**config.mk**
```make
export PLATFORM = sky130hd
export DESIGN_NAME = pulse_qual
export DESIGN_NICKNAME = d
export VERILOG_FILES = /design/src/rtl/pulse_qual.sv
export SDC_FILE = /design/constraint.sdc
export NUM_CORES = 1
export LEC_CHECK = 0
export ABC_AREA = 1
export CAP_MARGIN = 40
export CORE_MARGIN = 5
export CORE_UTILIZATION = 40
export CTS_CLUSTER_DIAMETER = 40
export DETAILED_ROUTE_END_ITERATION = 6
export PLACE_DENSITY_LB_ADDON = 0.1
export SLEW_MARGIN = 20
export SYNTH_ARGS = -nofsm -noshare
export SYNTH_HDL_FRONTEND = slang
export SYNTH_SLANG_ARGS = --single-unit
```
**constraint.sdc**
```tcl
create_clock -name clk -period 2.74 [get_ports clk]
set_input_delay 0.411 -clock clk [delete_from_list [all_inputs] [get_ports clk]]
set_output_delay 0.411 -clock clk [all_outputs]
set_load 0.01 [all_outputs]
```
**src/rtl/pulse_qual.sv**
```systemverilog
// pulse_qual: glitch-rejecting level qualifier with edge strobes and pulse-width measurement (optional PULSE_QUAL_GLITCH_CNT_EN)
module pulse_qual #(
  parameter int MIN_WIDTH = 4,
  parameter int CNT_W     = 16,
  parameter int GCNT_W    = 8
) (
  input  logic              clk,
  input  logic              rst_n,
  input  logic              din,
  output logic              dout,
  output logic              rise_p,
  output logic              fall_p,
  output logic [CNT_W-1:0]  width,
  output logic              width_vld,
  output logic [GCNT_W-1:0] glitch_cnt
);
  localparam int QW = $clog2(MIN_WIDTH + 1);
  localparam logic [QW-1:0] Q_LAST = QW'(MIN_WIDTH - 1);
  typedef enum logic [1:0] {LO, QUAL_HI, HI, QUAL_LO} state_t;
  state_t state_q, state_d;
  logic s1_q, s2_q;
  logic [QW-1:0] qcnt_q, qcnt_d;
  logic [CNT_W-1:0] hcnt_q, hcnt_d, width_q, width_d;
  logic dout_q, dout_d, rise_q, rise_d, fall_q, fall_d, wvld_q, glitch_d;
  // qualification FSM: a new level must persist MIN_WIDTH synchronized samples
  always_comb begin
    state_d  = state_q;
    qcnt_d   = qcnt_q;
    rise_d   = 1'b0;
    fall_d   = 1'b0;
    glitch_d = 1'b0;
    case (state_q)
      LO: if (s2_q) begin
        if (MIN_WIDTH == 1) begin
          state_d = HI;
          rise_d  = 1'b1;
        end else begin
          state_d = QUAL_HI;
          qcnt_d  = QW'(1);
        end
      end
      QUAL_HI: if (!s2_q) begin
        state_d  = LO;
        qcnt_d   = '0;
        glitch_d = 1'b1;
      end else if (qcnt_q == Q_LAST) begin
        state_d = HI;
        qcnt_d  = '0;
        rise_d  = 1'b1;
      end else qcnt_d = qcnt_q + QW'(1);
      HI: if (!s2_q) begin
        if (MIN_WIDTH == 1) begin
          state_d = LO;
          fall_d  = 1'b1;
        end else begin
          state_d = QUAL_LO;
          qcnt_d  = QW'(1);
        end
      end
      QUAL_LO: if (s2_q) begin
        state_d  = HI;
        qcnt_d   = '0;
        glitch_d = 1'b1;
      end else if (qcnt_q == Q_LAST) begin
        state_d = LO;
        qcnt_d  = '0;
        fall_d  = 1'b1;
      end else qcnt_d = qcnt_q + QW'(1);
      default: state_d = LO;
    endcase
    dout_d  = (state_d == HI) || (state_d == QUAL_LO);
    hcnt_d  = rise_d ? CNT_W'(1) : (dout_q && !fall_d && hcnt_q != '1) ? hcnt_q + CNT_W'(1) : hcnt_q;
    width_d = fall_d ? hcnt_q : width_q;
  end
  // synchronizer, state and registered outputs
  always_ff @(posedge clk) begin
    if (!rst_n) begin
      s1_q    <= 1'b0;
      s2_q    <= 1'b0;
      state_q <= LO;
      qcnt_q  <= '0;
      hcnt_q  <= '0;
      width_q <= '0;
      dout_q  <= 1'b0;
      rise_q  <= 1'b0;
      fall_q  <= 1'b0;
      wvld_q  <= 1'b0;
    end else begin
      s1_q    <= din;
      s2_q    <= s1_q;
      state_q <= state_d;
      qcnt_q  <= qcnt_d;
      hcnt_q  <= hcnt_d;
      width_q <= width_d;
      dout_q  <= dout_d;
      rise_q  <= rise_d;
      fall_q  <= fall_d;
      wvld_q  <= fall_d;
    end
  end
  assign dout      = dout_q;
  assign rise_p    = rise_q;
  assign fall_p    = fall_q;
  assign width_vld = wvld_q;
  assign width     = width_q;
`ifdef PULSE_QUAL_GLITCH_CNT_EN
  logic [GCNT_W-1:0] gcnt_q;
  // saturating count of rejected excursions
  always_ff @(posedge clk) begin
    if (!rst_n) gcnt_q <= '0;
    else if (glitch_d && gcnt_q != '1) gcnt_q <= gcnt_q + GCNT_W'(1);
  end
  assign glitch_cnt = gcnt_q;
`else
  logic unused_glitch;
  assign unused_glitch = glitch_d;
  assign glitch_cnt    = '0;
`endif
endmodule
```
Word level (Yosys, flattened, before mapping)

Index checks and enable logic that the tools add are counted.

Flip-flop bits (word level): 42
Output and inout port bits: 28
Input port bits: 3

Muxes and demuxes: 20
Add/subtract/negate cells: 2
Bitwise operators: 1
Reductions and logical operators: 8
Equal/unequal tests: 9

Operator list:

| cell                  | count |
|---|---|
| $add 16x1->16 const B | 1 |
| $ne 16x16->1 const B  | 1 |
| $mux 3                | 5 |
| $mux 2                | 6 |
| $pmux 3 s4            | 1 |
| $eq 2x2->1 const B    | 4 |
| $pmux 2 s4            | 1 |
| $mux 1                | 7 |
| $ne 2x2->1 const B    | 2 |
| $add 3x1->3 const B   | 1 |
| $eq 3x2->1 const B    | 1 |
| $eq 2x1->1 const B    | 1 |
| $logic_and 1x1->1     | 2 |
| $logic_not 2->1       | 1 |
| $reduce_and 2->1      | 1 |
| $reduce_bool 2->1     | 1 |
| $reduce_or 2->1       | 1 |
| $logic_not 1->1       | 1 |
| $logic_or 1x1->1      | 1 |
| $not 1->1             | 1 |

Logic depth before layout (Yosys ltp)

Gate-level depths: netlist of the first run.

Word-level depth: 9
Mapped depth: 10
Depth with buffers taken out: 10

Least setup slack after synthesis of the first run

Ideal clock, no wire load.

Path kind: flip-flop to flip-flop
Start point: reg hcnt_q[1]
End point: reg hcnt_q[1]
Setup time: 0.116 ns
Arrival: 1.311 ns
Data required time: 2.624 ns
Setup slack: 1.313 ns
Period minus slack after synthesis: 1.427 ns
Path buffers: 1
Cell stages (with the launch flop): 10
Cell sequence: dfxtp_1 > ha_1 > nand2_1 > nor2_2 > nand2_2 > nor2_2 > nor2_4 > buf_6 > nor2_1 > nor2_1

Longest elaborated chain between the ends: 2

Ends and longest elaborated chain:

| element                                               | RTL line | RTL |
|---|---|---|
| start, declared                                       | 23       | `logic [CNT_W-1:0] hcnt_q, hcnt_d, width_q, width_d;` |
| start signal, assigned                                | 93       | `hcnt_q <= hcnt_d;` |
| branches (longest 2 deep; another with $add 16x1->16) | --       |  |

Several ways; the timed one is not identified.
A chain may end at the register's enable or synchronous reset.

Final worst setup path of the first run

Start point: reg qcnt_q[0]
End point: reg hcnt_q[1]

Longest elaborated chain between the ends: 7

Ends and longest elaborated chain:

| element                        | RTL line | RTL |
|---|---|---|
| start, declared                | 22       | `logic [QW-1:0] qcnt_q, qcnt_d;` |
| start signal, assigned         | 92       | `qcnt_q <= qcnt_d;` |
| $eq 3x2->1 *                   | 46, 64   |  |
| $mux 1 *                       | 46, 64   |  |
| $mux 1                         | 60       | `QUAL_LO: if (s2_q) begin` |
| $mux 1                         | 32       | `case (state_q)` |
| $logic_not 1->1                | 72       | `hcnt_d = rise_d ? CNT_W'(1) : (dout_q && !fall_d && hcnt_q != '1) ? hcnt_q + CNT_W'(1) : hcnt_q;` |
| $logic_and 1x1->1 (2 in a row) | 72       |  |

Mark *: on every way between the ends. The rest lies on a longest branch, timed or not.

==> flow_summary.yaml, run 1 <==
clock_tree:
  cts_setup_buffers: 0
  clock-sinks: 41
  cts_max_level: 2
  clkTransAtPathRegs_ps: 80
  cts_root_buffer: "clkbuf_8"
  clk_latency_ps: 300
  cts_resized: 0
  cts_tree: "built"
  numCtsBuffers: 5
  cts_hold_buf: 0
  cts_buffer_depth: 2
grt:
  grt_max_degree: 28
  grt_pass1_wl_um: 7440
  grt_usage_pct: 15.2
  grt_pass1_vias: 1603
  grt_overflow: 0
  antenna_found_initial: 0
routing:
  viasPerCell: 4.57
  num_vias: 1671
  drt_iter0_drc: 76
  dr.max_layer_used: "met4"
  wire_per_inst_um: 11.6
  firstDrtPassIters: 4
  route.met2.wl_um: 1970
  wirelength_um: 4240
  drc: 0
  met3WireLength_um: 236
  wl_met1_um: 1950
  ant_nets: 0
synthesis:
  netlist_instances: 275
  avgSynthCellArea_sq_um: 7.04
  synth_warnings: 0
  synth_cell_types: 22
  netlist_area_sq_um: 1940
  yosysTopAreaCell: "dfxtp_1"
  synth_seq_cells: 41
  ys_seq_area_share_pct: 42.4
  synth_top_area_share_pct: 42.4
  synthTopCellsByArea: "dfxtp_1, nand2_1, nor2_1, a21oi_1, inv_1"
setup_path:
  crit_fanout: 27
  cp.required_ps: 2940
  path_cells: "ha_1 > nand3_2 > nor2_4 > buf_4 > nor2_1 > nand2_2 > o21ai_0 > nor2_1"
  arrival_ps: 1920
  cp_slowest_stage_delay_ps: 330
  endpoint_kind: "flip-flop"
  crit_type: "reg -> reg"
  critPathLaunchType: "flip-flop"
  crit_top_cell: "nor2_1"
  slowest_stage: "dfxtp_1"
  reg2reg_depth: 8
power_and_ir_drop:
  vdd_drop_max_v: 0.000272
  p_per_area_nw_per_um2: 489
  p_switching_w: 0.000241
  p_clk_share_pct: 44.0
  p_leak_nw: 0.916
  fin_total_pwr_w: 0.00112
  switching_share_pct: 21.6
  p_int_w: 0.000878
  seqPwrFrac_pct: 53.5
  comb_power_share_pct: 2.5
final_layout:
  final_common_cell: "nand2_1"
  fin_nets: 303
  fill_cells: 488
  drive_gt1_share_pct: 7.02
  area_delta_synth_final_pct: 18.2
  postLayoutCoreUtil_pct: 48.5
  regArea_sq_um: 821
  final_cell_mix: "nand2_1, nor2_1, dfxtp_1, inv_1, a21oi_1"
  multiInputGateArea_sq_um: 918
  design_area_sq_um: 2290
  antenna-diode-count: 0
timing:
  final_hold_viol_count: 0
  slew_viol_final: 0
  max_freq_ghz: 0.581
  rsz0062_at_grt: "no"
  post-route-min-period_ps: 1720
  setup_violations: 0
  period_share_pct: 62.8
  fin_skew_ps: 4.84
  setup_tns_ps: 0
place:
  io_buffer_count: 22
  place_congestion: 0.790
  placed_cell_area_sq_um: 2170
  dp_hpwl_um: 3030
floorplan:
  die-width_um: 79.6
  rows: 25
  die_area_sq_um: 6330
  coreArea_sq_um: 4720
  fp.dieH_um: 79.6
  start_util_pct: 41.0
  io_pins: 31
job:
  cap_violations: 0
min_path:
  whs_path_depth: 2
  worstHoldPathType: "reg -> reg"
status:
  status: "finished clean"
-- state kept, by name, summed over array words and instances, names as in the netlist --
signal and flops:
width_vld 1, rise_p 1, hcnt_q 16, s2_q 1, width 16, qcnt_q 3, state_q 2, s1_q 1
-- per-stage QoR --
step                      worst slack, ps  hold WS [ps]  cells
after detailed placement              948           400    358
after CTS                            1000           425    366
after global routing                  817           433    366
final                                1020           420    366
after floorplan                      1310           390    282
after global placement                967           395    358
-- layer usage --
layer	vias to the layer above	global-route usage [%]
li1	895	-
met1	735	18.6
met2	34	25.5
met3	7	3.05
met4	0	7.22
met5	-	0
-- area by class of cell --
cell class                      instances  share of cell area (%)
Clock inverter                          3                    2.02
Clock buffer                            5                    3.01
Sequential cell                        41                    35.8
Inverter                               29                    4.75
Multi-Input combinational cell        196                    40.1
Tap cell                               67                    3.66
Timing Repair Buffer                   25                    10.6
-- final timing paths --
kind	endpoint	from	slack, ps
max reg2reg	hcnt_q[1]	qcnt_q[0]	1020
min	s2_q	s1_q	420
max	hcnt_q[1]	qcnt_q[0]	1020
min reg2reg	s2_q	s1_q	420
-- critical path, delay by kind of cell (launching register included) --
kind                       cells  cell delay (ps)
and+or+nand+nor                5              630
DFF                            1              330
adders and majority gates      1              230
buffers and inverters          1              210
AOI/OAI and AO/OA              1              190
-- power groups by stage --
stage / combinational, W / clock, W / sequential [W]
2_1_floorplan: 0.0000262 / 0 / 0.000613
3_3_place_gp: 0.0000275 / 0 / 0.000614
3_5_place_dp: 0.0000273 / 0 / 0.000614
4_1_cts: 0.0000274 / 0.000505 / 0.000600
5_1_grt: 0.0000313 / 0.000535 / 0.000600
6_report: 0.0000277 / 0.000493 / 0.000600
-- synth_stat cells --
master	instances
buf_4	10
ha_1	2
xor2_1	6
conb_1	1
clkbuf_1	1
buf_6	2
nand4_1	4
nor2_4	3
dfxtp_1	41
buf_1	1
clkinv_1	1
nand3_2	2
nor2_1	41
nand3_1	14
inv_1	28
buf_2	2
nand2_2	2
nand2_1	65
a21oi_1	26
o21ai_0	19
nor2_2	3
a211oi_1	1
-- logic make-up (layout without fill, tap and decap cells) --
| logic type | after synthesis | in the layout | synth area share, % |
|---|---|---|---|
| adders and majority gates | 2 | 2 | 1.29 |
| xor gates and xnor gates | 6 | 6 | 2.71 |
| buffers and inverters | 45 | 62 | 11.6 |
| DFF | 41 | 41 | 42.4 |
| AOI/OAI and AO/OA | 46 | 46 | 12.0 |
| and+or+nand+nor | 134 | 134 | 29.8 |
| other | 1 | 8 | 0.194 |
No activity file was read; power rests on OpenSTA's default activity.
==> inputs of run 2 (changes only) <==
- clock period: 2.74 -> 1.67 ns (I/O delays scaled with it)
==> run 2 against run 1 <==
Net effect:
- utilization up 1.3 points
- via count up 5.6%
- final cell count up 1.4%
- clock power up 59%
- first-iteration DRC count up 84%
- sequential power up 64%
- global-route usage down 0.29 points
==> flow_summary.yaml, run 2 (synthesized netlist as in run 1, its figures left out) <==
grt:
  antenna_found_initial: 0
  grt_max_degree: 27
  grt_usage_pct: 14.9
  grt_pass1_vias: 1615
  grt_overflow: 0
  grt_pass1_wl_um: 7310
clock_tree:
  cts_max_level: 2
  cts_tree: "built"
  clkTransAtPathRegs_ps: 80
  cts_hold_buf: 0
  cts_root_buffer: "clkbuf_8"
  cts_setup_buffers: 0
  numCtsBuffers: 5
  clk_latency_ps: 300
  cts_buffer_depth: 2
  clock-sinks: 41
power_and_ir_drop:
  switching_share_pct: 21.2
  vdd_drop_max_v: 0.000535
  seqPwrFrac_pct: 54.2
  p_clk_share_pct: 43.2
  p_leak_nw: 0.946
  p_int_w: 0.00143
  p_per_area_nw_per_um2: 772
  p_switching_w: 0.000386
  comb_power_share_pct: 2.6
status:
  status: "finished clean"
final_layout:
  fin_nets: 309
  design_area_sq_um: 2350
  area_delta_synth_final_pct: 21.4
  antenna-diode-count: 0
  final_cell_mix: "nand2_1, nor2_1, dfxtp_1, inv_1, a21oi_1"
  final_common_cell: "nand2_1"
  postLayoutCoreUtil_pct: 49.8
  drive_gt1_share_pct: 10.2
timing:
  post-route-min-period_ps: 1580
  period_share_pct: 94.4
  fin_skew_ps: 9.61
  slew_viol_final: 0
  final_hold_viol_count: 0
  setup_tns_ps: 0
  setup_violations: 0
  max_freq_ghz: 0.634
floorplan:
  fp.dieH_um: 79.6
  coreArea_sq_um: 4720
  rows: 25
  die-width_um: 79.6
  start_util_pct: 41.0
  io_pins: 31
  die_area_sq_um: 6330
setup_path:
  crit_type: "reg -> reg"
  arrival_ps: 1770
  critPathLaunchType: "flip-flop"
  cp.required_ps: 1860
  crit_fanout: 8
  endpoint_kind: "flip-flop"
place:
  place_congestion: 0.862
  io_buffer_count: 22
  dp_hpwl_um: 3090
  placed_cell_area_sq_um: 2210
routing:
  wire_per_inst_um: 12.2
  ant_nets: 0
  drc: 0
  drt_iter0_drc: 140
  wirelength_um: 4520
  firstDrtPassIters: 4
  num_vias: 1764
  viasPerCell: 4.75
min_path:
  worstHoldPathType: "reg -> reg"
job:
  cap_violations: 0
run 2: cell count changes in the layout (fill, tap and decap cells not counted), sizes merged:
cell | previous run | this run
clkinvlp | 1 | 0
buf | 3 | 8
clkinv | 2 | 1
nor2 | 47 | 48
inv | 28 | 29
run 2: what timing repair did:
| action | in CTS | in global routing |
|---|---|---|
| endpoints found under the setup margin | 0 | 15 |
| gates resized for setup | 0 | 9 |
| endpoints found under the hold margin | 0 | 0 |
run 2: routing by layer:
metal | wire length (um) | share of wire (%) | up-vias | track usage [%]
met4 | 94 | 2.1 | 0 | 8.08
met1 | 2070 | 46 | 809 | 18.6
met3 | 181 | 4.0 | 10 | 3.05
met5 | 0 | 0 | - | 0
li1 | - | - | 911 | -
met2 | 2180 | 48 | 34 | 24.0
run 2: power groups by stage:
stage          Sequential [W]  Combinational [W]  Clock, W
2_1_floorplan         0.00101          0.0000429         0
3_3_place_gp          0.00101          0.0000477         0
3_5_place_dp          0.00101          0.0000475         0
4_1_cts              0.000984          0.0000476  0.000799
5_1_grt              0.000985          0.0000540  0.000845
6_report             0.000984          0.0000480  0.000784
run 2: area by class of cell:
class	instances	area [sq um]
clock buffers	5	68.8
clock inverters	2	35.0
fillers	469	2370
inverters	29	109
multi-input cells	197	952
flip-flops and latches	41	822
well taps	67	83.8
repair buffers	30	280
run 2: worst max-delay path, cell delays in order, from the launching register on:
cell and delay [ps]:
dfxtp_1 400, ha_2 240, nand2_1 100, nor2_4 180, nand2_2 90, nor2_4 180
nor2_4 100, a21oi_1 130, nor2_1 60
run 2: metrics by stage:
stage,worst slack (ps),total power (W),std cells,hold slack [ps]
detailed placement,74.1,0.00105,363,398
global placement,100,0.00105,363,397
global route,-14.8,0.00188,371,429
CTS,53.6,0.00183,370,417
finish,93.2,0.00182,371,411
floorplan,243,0.00105,282,348
run 2: final timing paths:
check                             endpoint  cells past startpoint  startpoint  slack (ps)
worst max-delay path            hcnt_q[14]                      8   hcnt_q[0]          90
worst max register to register  hcnt_q[14]                      8   hcnt_q[0]          90
worst min register to register        s2_q                      2        s1_q         410
worst min-delay path                  s2_q                      2        s1_q         410
==> inputs of run 3 (changes only) <==
- MAX_ROUTING_LAYER: not set -> met4
- clock period: 1.67 -> 1.4 ns (I/O delays scaled with it)
==> run 3 against run 2 <==
Net effect:
- sequential power increased by 19%
- count of clock-buffer cells in the layout increased by 1
- clock skew decreased by 3.1 ps
- register-to-register slack worse by 60 ps
- total power increased by 23%
==> flow_summary.yaml, run 3 (synthesized netlist as in run 1, its figures left out) <==
timing:
  rsz0062_at_grt: "yes"
  fin_skew_ps: 6.54
  period_share_pct: 97.4
  hold_slack_ps: 411
  slew_viol_final: 0
  final_hold_viol_count: 0
  setup_violations: 0
  max_freq_ghz: 0.734
  post-route-min-period_ps: 1360
clock_tree:
  clkTransAtPathRegs_ps: 80
  cts_max_level: 2
  numCtsBuffers: 5
  cts_tree: "built"
  clk_latency_ps: 300
  clock-sinks: 41
  cts_buffer_depth: 2
  cts_root_buffer: "clkbuf_8"
  cts_hold_buf: 0
min_path:
  worstHoldPathType: "reg -> reg"
  holdCritStartpoint: "s1_q"
  min_to: "s2_q"
  whs_path_depth: 2
setup_path:
  r2r_end: "hcnt_q[7]"
  r2r_start: "hcnt_q[0]"
  reg2reg_slack_ps: 40
  reg2reg_depth: 9
  crit_fanout: 8
  arrival_ps: 1580
  endpoint_kind: "flip-flop"
  cp.required_ps: 1620
  critPathLaunchType: "flip-flop"
  crit_type: "reg -> reg"
place:
  dp_hpwl_um: 3230
  io_buffer_count: 22
  place_congestion: 0.833
floorplan:
  start_util_pct: 41.0
  io_pins: 31
  rows: 25
  coreArea_sq_um: 4720
  die-width_um: 79.6
  die_area_sq_um: 6330
  fp.dieH_um: 79.6
final_layout:
  antenna-diode-count: 0
  fin_nets: 330
  final_common_cell: "nand2_1"
  drive_gt1_share_pct: 25.8
  fill_cells: 433
  postLayoutCoreUtil_pct: 57.7
  area_delta_synth_final_pct: 40.7
  final_cell_mix: "nand2_1, nor2_1, dfxtp_1, inv_1, buf_4"
routing:
  viasPerCell: 4.55
  ant_nets: 0
  drt_iter0_drc: 69
  drc: 0
  firstDrtPassIters: 4
  num_vias: 1788
  wirelength_um: 4600
  wire_per_inst_um: 11.7
power_and_ir_drop:
  p_per_area_nw_per_um2: 819
  vdd_drop_max_v: 0.000412
  p_leak_nw: 1.39
grt:
  grt_overflow: 0
  antenna_found_initial: 0
  grt_max_degree: 27
  grt_pass1_vias: 1627
  grt_usage_pct: 15.5
  grt_pass1_wl_um: 7490
job:
  cap_violations: 0
status:
  status: "finished clean"
## run 3: changes by cell type in the layout (fill, tap and decap cells not counted), moves of 6 or more
cell / change
clkdlybuf4s50_1: -18
buf_4: +17
dlymetal6s2s_1: +15
dfxtp_1: -10
dfxtp_2: +10
a21oi_1: -8
a21oi_2: +8
nor2_1: -8
nor2_2: +6
## run 3: final cells by class
class | count | area (sq um) | area share (%)
clock inverters | 2 | 37.5 | 1.38
multi-input cells | 196 | 1050 | 38.7
inverters | 29 | 109 | 3.99
flip-flops and latches | 41 | 835 | 30.6
clock buffers | 6 | 82.6 | 3.03
repair buffers | 52 | 524 | 19.2
well taps | 67 | 83.8 | 3.08
## run 3: stage by stage
step,setup slack (ps),cell area [sq um],total power (W),cells,setup TNS [ps]
after floorplan,20.7,1970,0.00125,282,0
after global placement,-103,2350,0.00126,380,-678
after detailed placement,-134,2350,0.00126,380,-1290
after CTS,4.79,2530,0.00226,391,0
after global routing,-64.0,2730,0.00234,393,-190
final,37.0,2730,0.00223,393,0
## run 3: worst max-delay path by stage
stage | to | from | slack, ps
final | hcnt_q[7] | hcnt_q[0] | 40
after global routing | hcnt_q[7] | qcnt_q[0] | -60
after CTS | width[1] | width[1] | 5
after detailed placement | hcnt_q[14] | qcnt_q[0] | -130
after global placement | hcnt_q[13] | qcnt_q[0] | -100
after floorplan | hcnt_q[1] | hcnt_q[0] | 20
## run 3: layer usage
layer	vias to the layer above	track usage (%)	part of all wire, %
met4	0	5.15	1.3
met5	-	-	0
li1	952	-	-
met2	24	25.3	48
met1	806	18.8	47
met3	6	3.72	3.4
## run 3: what timing repair did
action / 4_1_cts / 5_1_grt
resized for setup: 11 / 53
cloned: 0 / 1
pin swaps: 4 / 5
endpoints found under the setup margin: 19 / 40
buffers inserted: 3 / 1
## run 3: power breakdown
part	internal [W]	total [W]	switching, W
registers	0.00117	0.00117	0.00000471
clock network	0.000580	0.000993	0.000414
logic	0.0000218	0.0000635	0.0000416
## run 3: worst max-delay path, stage by stage, from the launching register on
cell,delay [ps]
dfxtp_2,340
ha_4,170
nand2_4,70
nor2_4,40
nand2_2,90
nor2_4,40
nor2_4,170
clkbuf_16,180
nand2_1,50
a21oi_1,130
